===== config.mk =====
export PLATFORM = sky130hd
export DESIGN_NAME = mem_access_stage_flat
export DESIGN_NICKNAME = d
export VERILOG_FILES = /design/src/rtl/mem_access_stage_if.sv /design/src/rtl/mem_access_stage.sv /design/src/flat_wrapper.sv
export SDC_FILE = /design/constraint.sdc
export NUM_CORES = 1
export LEC_CHECK = 0
export ABC_AREA = 1
export ABC_CLOCK_PERIOD_IN_PS = 12400
export BUFFER_PORTS_ARGS = -buffer_cell sky130_fd_sc_hd__buf_4
export CAP_MARGIN = 30
export CORE_MARGIN = 2
export CORE_UTILIZATION = 54
export CTS_CLUSTER_DIAMETER = 50
export DETAILED_ROUTE_END_ITERATION = 8
export GPL_TIMING_DRIVEN = 0
export HOLD_SLACK_MARGIN = 0.1
export PLACE_DENSITY = 0.95
export RECOVER_POWER = 50
export SLEW_MARGIN = 10
export SYNTH_ARGS = -nofsm -noshare
export SYNTH_HDL_FRONTEND = slang
export SYNTH_SLANG_ARGS = --single-unit
export TNS_END_PERCENT = 50

===== constraint.sdc =====
create_clock -name clk -period 12.4 [get_ports clk]
set_input_delay 2.48 -clock clk [delete_from_list [all_inputs] [get_ports clk]]
set_output_delay 2.48 -clock clk [all_outputs]
set_load 0.005 [all_outputs]

===== src/rtl/mem_access_stage_if.sv =====
// mem_access_stage_if: req/ack data-memory port between the MEM stage and data memory
interface mem_access_stage_if;
  logic        dm_req;
  logic        dm_we;
  logic [31:0] dm_addr;
  logic [31:0] dm_wdata;
  logic [31:0] dm_rdata;
  logic        dm_ack;
  modport master (output dm_req, dm_we, dm_addr, dm_wdata, input dm_rdata, dm_ack);
  modport slave  (input dm_req, dm_we, dm_addr, dm_wdata, output dm_rdata, dm_ack);
endinterface


===== src/rtl/mem_access_stage.sv =====
// mem_access_stage: MIPS MEM stage and MEM/WB register with variable-latency memory and error detection
module mem_access_stage #(
  parameter int TIMEOUT = 16,
  parameter int CNT_W   = 5
) (
  input  logic                clk,
  input  logic                rst,
  input  logic                regwr_in,
  input  logic                memwr_in,
  input  logic                memread_in,
  input  logic                memtoreg_in,
  input  logic [4:0]          rd_in,
  input  logic [31:0]         result_in,
  input  logic [31:0]         busb_in,
  output logic                stall_out,
  mem_access_stage_if.master  dm,
  output logic                wb_regwr,
  output logic [4:0]          wb_rd,
  output logic [31:0]         wb_data,
  output logic                align_err,
  output logic                bus_err,
  output logic [31:0]         err_addr
);
  typedef enum logic {S_IDLE, S_WAIT} state_t;
  state_t state, next_state;
  logic [CNT_W-1:0] cnt;
  logic memop, aligned, issue, timeout;
  logic l_regwr, l_m2r;
  logic [4:0] l_rd;
  always_comb begin
    memop      = memread_in | memwr_in;
    aligned    = result_in[1:0] == 2'b00;
    timeout    = cnt == CNT_W'(TIMEOUT - 1);
    issue      = (state == S_IDLE) & memop & aligned;
    // gated by rst so the pipeline is released the instant reset hits
    stall_out  = !rst & ((state == S_IDLE) ? issue : (!dm.dm_ack & !timeout));
    next_state = (state == S_IDLE) ? (issue ? S_WAIT : S_IDLE)
                                   : ((dm.dm_ack | timeout) ? S_IDLE : S_WAIT);
  end
  always_ff @(posedge clk or posedge rst)
    if (rst) state <= S_IDLE;
    else     state <= next_state;
  always_ff @(posedge clk or posedge rst) begin
    if (rst) begin
      cnt         <= '0;
      dm.dm_req   <= 1'b0;
      dm.dm_we    <= 1'b0;
      dm.dm_addr  <= '0;
      dm.dm_wdata <= '0;
      l_regwr     <= 1'b0;
      l_m2r       <= 1'b0;
      l_rd        <= '0;
      wb_regwr    <= 1'b0;
      wb_rd       <= '0;
      wb_data     <= '0;
      align_err   <= 1'b0;
      bus_err     <= 1'b0;
      err_addr    <= '0;
    end else begin
      align_err <= 1'b0;
      bus_err   <= 1'b0;
      wb_regwr  <= 1'b0;
      if (state == S_IDLE) begin
        if (!memop) begin
          wb_regwr <= regwr_in;
          wb_rd    <= rd_in;
          wb_data  <= result_in;
        end else if (aligned) begin
          dm.dm_req   <= 1'b1;
          dm.dm_we    <= memwr_in;
          dm.dm_addr  <= result_in;
          dm.dm_wdata <= busb_in;
          l_regwr     <= regwr_in & !memwr_in;
          l_rd        <= rd_in;
          l_m2r       <= memtoreg_in;
          cnt         <= '0;
        end else begin
          align_err <= 1'b1;
          err_addr  <= result_in;
        end
      end else if (dm.dm_ack) begin
        dm.dm_req <= 1'b0;
        wb_regwr  <= l_regwr;
        wb_rd     <= l_rd;
        wb_data   <= l_m2r ? dm.dm_rdata : dm.dm_addr;
      end else if (timeout) begin
        dm.dm_req <= 1'b0;
        bus_err   <= 1'b1;
        err_addr  <= dm.dm_addr;
      end else begin
        cnt <= cnt + 1'b1;
      end
    end
  end
endmodule


===== src/flat_wrapper.sv =====
// flat-port wrapper written by rule: the top's interface ports become plain ports
module mem_access_stage_flat 
#(
  parameter int TIMEOUT = 16,
  parameter int CNT_W   = 5
)
  (clk, rst, regwr_in, memwr_in, memread_in, memtoreg_in, rd_in, result_in, busb_in, stall_out, wb_regwr, wb_rd, wb_data, align_err, bus_err, err_addr, dm_dm_req, dm_dm_we, dm_dm_addr, dm_dm_wdata, dm_dm_rdata, dm_dm_ack);
  mem_access_stage_if dm_i ();
  input  logic clk;
  input  logic rst;
  input  logic regwr_in;
  input  logic memwr_in;
  input  logic memread_in;
  input  logic memtoreg_in;
  input  logic [4:0] rd_in;
  input  logic [31:0] result_in;
  input  logic [31:0] busb_in;
  output logic stall_out;
  output logic wb_regwr;
  output logic [4:0] wb_rd;
  output logic [31:0] wb_data;
  output logic align_err;
  output logic bus_err;
  output logic [31:0] err_addr;
  output wire logic [$bits(dm_i.dm_req)-1:0] dm_dm_req;
  output wire logic [$bits(dm_i.dm_we)-1:0] dm_dm_we;
  output wire logic [$bits(dm_i.dm_addr)-1:0] dm_dm_addr;
  output wire logic [$bits(dm_i.dm_wdata)-1:0] dm_dm_wdata;
  input wire logic [$bits(dm_i.dm_rdata)-1:0] dm_dm_rdata;
  input wire logic [$bits(dm_i.dm_ack)-1:0] dm_dm_ack;
  assign dm_dm_req = dm_i.dm_req;
  assign dm_dm_we = dm_i.dm_we;
  assign dm_dm_addr = dm_i.dm_addr;
  assign dm_dm_wdata = dm_i.dm_wdata;
  assign dm_i.dm_rdata = dm_dm_rdata;
  assign dm_i.dm_ack = dm_dm_ack;
  mem_access_stage #(.TIMEOUT(TIMEOUT), .CNT_W(CNT_W)) u_core (.clk(clk), .rst(rst), .regwr_in(regwr_in), .memwr_in(memwr_in), .memread_in(memread_in), .memtoreg_in(memtoreg_in), .rd_in(rd_in), .result_in(result_in), .busb_in(busb_in), .stall_out(stall_out), .dm(dm_i), .wb_regwr(wb_regwr), .wb_rd(wb_rd), .wb_data(wb_data), .align_err(align_err), .bus_err(bus_err), .err_addr(err_addr));
endmodule

# After elaboration in Yosys (flattened, before gate mapping)

Index checks and enable logic that the tools add are counted.

Add/sub/neg operators: 1
Multipliers: 0
Div/mod/pow operators: 0
Order comparisons: 0
Equal/unequal tests: 8
Shift operators: 0
Muxes and demuxes: 35
Bitwise operators: 8
Reductions and logical operators: 12

Operators by type and width:

| kind                                                   | count |
|---|---|
| 2-to-1 mux 32 bit                                      | 9 |
| 2-to-1 mux 5 bit                                       | 8 |
| 2-to-1 mux 1 bit                                       | 18 |
| inequality test 2 bit (second input constant)          | 4 |
| AND reduction 4 bit                                    | 2 |
| AND reduction 3 bit                                    | 2 |
| adder 5 x 1 -> 5 bit (second input constant)           | 1 |
| bitwise AND 1 bit                                      | 5 |
| == test 5 x 4 -> 1 bit (second input constant)         | 1 |
| logical NOT 1 bit                                      | 4 |
| inequality test 2 x 1 -> 1 bit (second input constant) | 2 |
| nonzero test 2 bit                                     | 2 |
| inequality test 3 bit (second input constant)          | 1 |
| logical NOT 2 bit                                      | 1 |
| bitwise OR 1 bit                                       | 2 |
| AND reduction 2 bit                                    | 1 |
| NOT 1 bit                                              | 1 |

Register bits after elaboration: 151
Bits in latches: 0
Bits in writable memories: 0
ROM bits: 0
Output and inout port bits: 139
Logic and storage cells: 79
Memories kept: 0

# Longest topological paths before layout

Gate-level depths: netlist (run 1).

Word-level depth: 5
Gate-level depth with buffers: 10
Gate-level depth less buffers: 10

# Least setup slack after synthesis (run 1)

Ideal clock, no wire load.

Kind: input to output
Start point: input port result_in[1]
End point: output port stall_out
Data arrival time: 3019 ps
Data required time: 9920 ps
Path slack: 6901 ps
Stages: 5
Path buffers: 0
Path through: nor2_1 nand3_1 nand2_2 inv_1 nor2_1

Cells in the longest elaborated chain, start to end: 4

Ends and longest elaborated chain:

| what              | RTL line               | source |
|---|---|---|
| from (decl)       | flat_wrapper.sv:16     | `input logic [31:0] result_in;` |
| logical NOT 2 bit | mem_access_stage.sv:32 | `aligned = result_in[1:0] == 2'b00;` |
| bitwise AND 1 bit | mem_access_stage.sv:34 | `issue = (state == S_IDLE) & memop & aligned;` |
| 2-to-1 mux 1 bit  | mem_access_stage.sv:36 | `stall_out = !rst & ((state == S_IDLE) ? issue : (!dm.dm_ack & !timeout));` |
| bitwise AND 1 bit | mem_access_stage.sv:36 |  |
| to (decl)         | flat_wrapper.sv:18     | `output logic stall_out;` |

Every way passes these cells.

# Final worst setup path (run 1)

Start point: input port memwr_in
End point: output port stall_out

Cells in the longest elaborated chain, start to end: 5

Ends and longest elaborated chain:

| what                           | RTL line               | source |
|---|---|---|
| from (decl)                    | flat_wrapper.sv:12     | `input logic memwr_in;` |
| bitwise OR 1 bit               | mem_access_stage.sv:31 | `memop = memread_in \| memwr_in;` |
| bitwise AND 1 bit (2 in a row) | mem_access_stage.sv:34 |  |
| 2-to-1 mux 1 bit               | mem_access_stage.sv:36 |  |
| bitwise AND 1 bit              | mem_access_stage.sv:36 |  |

Every way passes these cells.

==> results summary, run 1 <==
The power density relative to cell area is approximately 180 nW/um2. In this run the tool buffered the top-level ports with about 250 buffer cells. The element type at the critical path end is a primary output. The storage element area came out at between 3000 and 4000 um2. The die is ~120 um wide. The number of diodes added for antenna fixing is 0. The setup slack of the most critical reg-to-reg path came out at 9.68 ns. The number of max-slew violations in the final report came out at 69. The initial detailed-routing violation count is a little over 800.

The detailed-routing iteration count for the pre-antenna-repair pass came out at 6. Fill cells in the final layout number between 900 and 1,000. The global-route wire length before repair came out at 33.45 mm. The routed design uses ~2.1 mm of met3 wire. Setup violations remaining at the end of the flow were counted as 0. The worst-path maximum fanout came out at 7.

The I/O pin count is 247. The run finished, with violations left. The count of endpoints failing hold in the final timing report is 0. Derived from the worst setup path, the maximum achievable clock frequency is 0.1690 GHz.

The clock period minus final worst setup slack came out at 5.916 ns. The worst-case IR drop observed on VDD is 0.0001038 V. The largest net degree at the start of global routing came out at 84.

The buffer count from post-CTS setup fixing is 0. Sequential cells were found to cover between 50 and 60% of the synthesized design area. The count of nets left with antenna violations once routing finished came out at 0. CTS built an H-tree with a depth of 4. The checks that failed: max-capacitance violations, max-slew violations. Synthesis produced 881 cells.

The total die area is 13,520 um2. The setup skew after layout is 0.006134 ns. The synthesis-to-finish area growth came out at 38.89%.

The worst slew margin relative to its limit is -100.8%. Among all stages on the critical path, the largest delay is contributed by nand2_1. The number of standard-cell rows in the floorplan came out at 41.

The via count of the first global-routing pass was 6,717. In this run the cell area of the synthesized design comes to 6805 um2. The post-layout net count came out at about 1,300.

The leakage power figure is 5.205 nW. The post-placement worst setup slack came out at 6.570 ns. The flip-flop and latch count after synthesis is 151. Walking the worst path, the cells encountered are clkbuf_1 > inv_1 > nand2_1 > nand3_1 > nand2_1 > inv_1 > nor2_1 > buf_4. Max-cap violations in this run came to 1. Cells with a size suffix above 1 make up 25.60% of the layout. The source-to-sink clock delay at the later pin of the worst-skew pair came out at 0.42 ns. The number of antenna violations at the first check in global routing came out at 0.

The worst setup path is launched from a primary input. The die outline height is about 120 um. The number of distinct library cell variants in the gate-level netlist after synthesis is 19. The average vias per placed instance is 5.301. Dividing the final minimum period by the clock period gives 47.71%. The clock tree from TritonCTS is built. The largest stage delay on the critical path came out at approximately 0.21 ns. The top metal layer carrying routed signals is met4. The root buffer cell chosen for the clock tree is clkbuf_16. The type of the worst min-delay path is flop to flop. The post-CTS clock slew at the launch and capture registers of the worst setup and hold paths came out at approximately 0.06 ns. The worst endpoint data arrival time came out at 3.44 ns. The number of resized instances in the post-cts repair step came out at 0. The required time at the worst-slack endpoint is 9.92 ns.

The routed wire length on met2 is 10.74 mm. The Yosys step of the flow raised 0 warnings. The wire length per cell came out at 16.46 um.

The slew at the pin closest to its max-slew limit came out at about 3.0 ns. The buffers plus inverters on the worst setup path is 4. Counting every net in the synthesized netlist gives 991. After floorplanning, the core was sized to cover 12,470 um2. The kind of cell with the highest combined delay along the critical path is simple AND/OR/NAND/NOR gates. The worst setup path is of the primary input to primary output kind.

The initial utilization of the core area, before any placement, comes to a little over half. The clock passes through at most 2 buffers. Wires add up to 21.93 mm. The half-perimeter wire length of the detailed placement result is approximately 16 mm. Routability-driven placement finished with a final weighted congestion of about 0.9. The post-route DRC violation count came out at 0. The clock sink count is 151. Summing over every cut layer, the via total after detailed routing is 7,061. Setup repair after global routing left no endpoint under its margin. The worst path setup slack after routing came out at ~6.5 ns. The average size of a mapped cell is ~7.7 um2. The multi-input combinational cells in the finished layout cover a total of 2575 um2. For this run the aggregate overflow at the end of global routing stands at 0. The final design utilization came out at between 70 and 80%. After detailed routing, the wire length on met1 is 8.317 mm.

The summed negative setup slack over all endpoints is 0 ns. Hold repair after CTS inserted 0 buffers. Global routing used 32.79% of the available tracks.

The CTS buffer count came out at 17.
[through the flow]
step	hold WS (ns)	area [um2]	std cells	power [mW]
6_report	0.4727	9452	1332	1.682
5_1_grt	0.4927	9452	1332	1.769
4_1_cts	0.4744	9502	1332	1.684
3_5_place_dp	0.4595	8902	1300	1.158
3_3_place_gp	0.4547	8867	1299	1.137
2_1_floorplan	0.4489	6805	881	0.8755
[cells by family (layout without fill, tap and decap cells)]
logic type / count (synthesis) / in the layout / synth area share, %
mux: 1 / 1 / 0.1471
fa+ha+maj: 2 / 2 / 0.3677
buf+inv: 102 / 381 / 6.472
compound gates: 112 / 112 / 8.329
flops: 151 / 151 / 55.52
simple gates: 513 / 513 / 29.16
[report_power, final]
part	switching (mW)	leakage [nW]	internal (mW)
registers	0.0704	1.89	0.606
clock network	0.205	0.282	0.321
logic	0.252	3.04	0.227
total	0.527	5.20	1.15
[worst paths after layout]
path	from	endpoint	cells after the start
max in group asynchronous	rst	u_core.l_rd[1]	2
worst min-delay path	u_core.err_addr[4]	u_core.err_addr[4]	2
worst max-delay path	memwr_in	stall_out	8
min in group asynchronous	rst	u_core.cnt[3]	2
worst min register to register	u_core.err_addr[4]	u_core.err_addr[4]	2
worst max register to register	u_core.state	u_core.wb_data[18]	5
[registers in the layout (all words and copies together) (netlist names), 5 cells and up]
signal / count
u_core.cnt: 5
u_core.dm.dm_addr: 32
u_core.dm.dm_wdata: 32
u_core.err_addr: 32
u_core.l_rd: 5
u_core.wb_data: 32
u_core.wb_rd: 5
[placed cells by master (no fill, tap or decap), drive strengths merged, types with 3 or more instances in the layout]
cell      count
nand2       463
nand3        38
bufinv        3
clkinv        5
clkbuf       56
o21ai       110
buf         261
dfrtp       151
clkinvlp      5
inv          51
nor2         11
[per-layer routing]
layer / up-vias / GRT usage, %
met5: - / 0
met4: 0 / 14.37
met3: 70 / 8.407
met2: 446 / 55.12
li1: 3262 / -
met1: 3283 / 40.19
[Yosys cell counts]
library cell	count	share of area [%]
nand2_1	462	25
buf_2	25	1.8
dfrtp_1	151	56
o21ai_2	1	0.13
ha_1	2	0.37
nor3b_1	1	0.11
buf_4	7	0.77
clkbuf_1	18	0.99
o21bai_1	1	0.11
nand3_1	38	2.8
inv_1	50	2.8
o21ai_1	12	0.88
nand2_2	1	0.092
inv_2	2	0.11
mux2i_1	1	0.15
nor2_2	2	0.18
nor2_1	9	0.50
a21oi_1	1	0.073
o21ai_0	97	7.1
[worst register-to-register path, stage by stage (launching register included)]
cell	delay (ns)
dfrtp_1	0.42
o21ai_0	1.03
inv_1	0.53
clkbuf_1	0.40
nand2_1	0.17
nand2_1	0.07
[layout make-up]
| type | instances | area share, % |
|---|---|---|
| Sequential cell | 151 | 39.98 |
| Multi-Input combinational cell | 628 | 27.24 |
| Timing Repair Buffer | 247 | 19.67 |
| Clock buffer | 20 | 4.726 |
| Buffer | 50 | 2.409 |
| Tap cell | 172 | 2.277 |
| Inverter | 52 | 2.078 |
| Clock inverter | 12 | 1.615 |
Power figures use the tool's default switching activity.
==> run 2: changes to the inputs <==
--- a/config.mk
+++ b/config.mk
@@ -6,16 +6,16 @@
 export NUM_CORES = 1
 export LEC_CHECK = 0
 export ABC_AREA = 1
-export ABC_CLOCK_PERIOD_IN_PS = 12400
+export ABC_CLOCK_PERIOD_IN_PS = 5900
 export BUFFER_PORTS_ARGS = -buffer_cell sky130_fd_sc_hd__buf_4
 export CAP_MARGIN = 30
 export CORE_MARGIN = 2
-export CORE_UTILIZATION = 54
+export CORE_UTILIZATION = 50
 export CTS_CLUSTER_DIAMETER = 50
 export DETAILED_ROUTE_END_ITERATION = 8
 export GPL_TIMING_DRIVEN = 0
 export HOLD_SLACK_MARGIN = 0.1
-export PLACE_DENSITY = 0.95
+export PLACE_DENSITY = 0.92
 export RECOVER_POWER = 50
 export SLEW_MARGIN = 10
 export SYNTH_ARGS = -nofsm -noshare
==> constraint.sdc (replaced) <==
create_clock -name clk -period 5.9 [get_ports clk]
set_input_delay 1.18 -clock clk [delete_from_list [all_inputs] [get_ports clk]]
set_output_delay 1.18 -clock clk [all_outputs]
set_load 0.005 [all_outputs]
==> results summary, run 2 (synthesis gave the netlist of run 1 again) <==
The run finished, with violations left. The checks that failed: max-capacitance violations, max-slew violations. The cell depth of the worst flop-to-flop path came out at 5. CTS placed an instance of clkbuf_16 at the clock tree root. The maximum resistive drop on vdd is 0.0002131 V. On the final layout, the worst clock skew is between 0.009 and 0.01 ns. Subtracting the final worst setup slack from the clock period gives 3.387 ns.

The first detailed-routing pass ran for 5 iterations. Global routing consumed, on the met1 layer, a little under two fifths of the routing resources. The post-CTS clock slew at the launch and capture registers of the worst setup and hold paths came out at 0.05 ns. The maximum buffer depth of the clock tree came out at 2. The critical path is of the primary input to primary output type. The buffers plus inverters on the worst setup path came out at 3. The setup-violating endpoint count in the final report came out at 0.

The total number of H-tree levels came out at 4. Summing over every cut layer, the via total after detailed routing is 7,088. The min-delay analysis places its worst path in the category flop to flop. The cell internal power dissipation came out at 2.433 mW.

After clock tree synthesis, the setup repair step added 0 buffers. The worst endpoint data arrival time is roughly 2.2 ns. 0 antenna diodes ended up in the layout.

Summed over all nets, the switching power comes to 1.090 mW. The final weighted congestion in routability-driven placement is 0.9703. After layout, the worst path uses 57.40% of the clock period. The fraction of final layout cells sized beyond drive strength 1 is between 20% and 30%. The met2 demand-to-capacity share in global routing came out at around 51%. After detailed routing, the total wire length is 21.99 mm. Of the total power, the clock network draws 31.1%. In this run, flip-flops and latches consume 40.4% of the power.

The cell repeated most along the worst path is nor2_1. The worst setup path is captured at a primary output. The wire length per cell came out at between 15 and 20 um.

TritonCTS built the clock tree. The path with the worst hold slack has its endpoint at u_core.err_addr[2]. The number of max-slew violations in the final report is 70. The global-route wire length before repair came out at ~35 mm. The half-perimeter wire length of the detailed placement result is between 15 and 20 mm. STA classifies the critical path startpoint as a primary input. For this run, global-route usage on met3 was measured as between 10% and 20%. The count of hold buffers inserted by post-cts repair is 0. The top cell types in the final layout, fill and taps aside, are nand2_1, buf_4, dfrtp_1. The leakage power figure came out at 5.221 nW. The startpoint identified for the worst register-to-register timing path is u_core.state.

The I/O pin count is about 250. The largest individual stage delay along the critical path comes from the cell nand2_1. The placeable core region came out at 13,240 um2. After routing the design area is 9450 um2. For this design, the sink count on the clock tree is around 150.

After detailed routing, the number of remaining DRC violations is 0. For the worst setup path, the data required time is about 4.7 ns. The startpoint of the lowest-slack hold path is u_core.err_addr[2]. The via count of the first global-routing pass is 6,931.

Across every metal layer, demand over resource in global routing totals a little under a third. Setup repair after global routing left no endpoint under its margin. Headroom to the max-slew limit came out at -102.1%. The post-layout net count is roughly 1,300. The synthesis-to-finish area growth is 38.87%. The most utilized layer in the global route result is met2. The count of endpoints failing hold in the final timing report is 0. The filler cell count in the final layout came out at around 1,100. In this run the worst path has a maximum fanout of 7. The total overflow reported by the global router is 0. The initial detailed-routing violation count came out at 595. The multi-input combinational cells in the finished layout cover a total of 2575 um2. The power density relative to cell area is 372.8 nW/um2. The source-to-sink clock delay at the later pin of the worst-skew pair came out at roughly 0.43 ns. The number of cells in the design after placement is 1,304. The proportion of total power due to net switching is 30.94%.

The remaining antenna violation count is 0. The worst register-to-register path ends at u_core.wb_data[21]. The die outline height is 120.7 um. The number of resized instances in the post-cts repair step is 0. The leading cell type in the layout, fill and taps excluded is nand2_1. The final design utilization is 71.36%. The relative contribution of combinational cells to total power came out at 28.4%. The worst hold margin is 0.4716 ns. The die is 120.7 um wide. The setup slack of the most critical reg-to-reg path came out at 3.11 ns. The initial core utilization is 51.39%. The storage element area is 3779 um2.

The count of buffers inserted at the top-level ports came out at approximately 250. The slew at the pin closest to its max-slew limit is around 3 ns. The largest stage delay on the critical path is 0.22 ns. The CTS buffer count came out at 17.

The number of standard-cell rows in the floorplan is 42. The number of antenna violations at the first check in global routing is 0. The critical path goes through clkbuf_1 > nor2_1 > nand3_1 > nand2_1 > inv_1 > nor2_1 > buf_4. The cell depth of the worst min-delay path came out at 2. The instance area at placement came out at 8907 um2.

After the flow finishes, the layout carries non-filler instances totaling 1,335. In this design, the largest share of critical-path delay is due to simple AND/OR/NAND/NOR gates. The average vias per placed instance is 5.309.

Derived from the worst setup path, the maximum achievable clock frequency is about 0.3 GHz. Across the run, the number of max-cap violations was 1. Entering global routing, the biggest net connects 83 pins.

The floorplan step defined a die boundary enclosing 14,560 um2.
-- run 2: cell count changes in the layout (fill, tap and decap cells not counted), sizes merged --
cell / delta
buf: +4
clkbuf: -2
clkinv: -1
clkinvlp: -2
-- run 2: final cells by class --
class	count	share of cell area (%)
Sequential cell	151	39.98
Multi-Input combinational cell	628	27.25
Timing Repair Buffer	247	19.71
Clock buffer	22	4.912
Buffer	50	2.410
Tap cell	176	2.330
Inverter	52	2.079
Clock inverter	9	1.324
-- run 2: worst register-to-register path, delay by kind of cell (launching register included) --
family	cells	cell delay, ns
simple gates	2	0.22
compound gates	1	1.07
flops	1	0.42
buf+inv	2	0.97
-- run 2: worst max path at each step --
stage / from / end / slack, ns / cells after the start
after floorplan: rst / u_core.align_err / 0.66 / 1
after global placement: rst / u_core.dm.dm_addr[17] / -0.95 / 2
after detailed placement: result_in[1] / stall_out / 2.64 / 7
after CTS: result_in[1] / stall_out / 2.62 / 7
after global routing: rst / u_core.dm.dm_wdata[18] / 2.42 / 2
final: result_in[1] / stall_out / 2.51 / 7
-- run 2: power by group through the flow --
stage	clock, mW	combinational (mW)	sequential [mW]
global placement	0	0.965	1.43
CTS	1.10	1.01	1.42
floorplan	0	0.410	1.43
global route	1.16	1.11	1.45
detailed placement	0	1.00	1.43
finish	1.10	1.00	1.42
-- run 2: through the flow --
stage               setup slack, ns  power [mW]  setup TNS [ns]
floorplan                    0.6553       1.840               0
global placement            -0.9512       2.393         -142.42
detailed placement            2.635       2.432               0
CTS                           2.620       3.528               0
global route                  2.416       3.715               0
finish                        2.513       3.523               0
-- run 2: layer usage --
layer / routed length, um / part of all wire (%)
met5: 0 / 0
met1: 8336 / 38
met2: 10540 / 48
met4: 761 / 3.5
met3: 2350 / 11
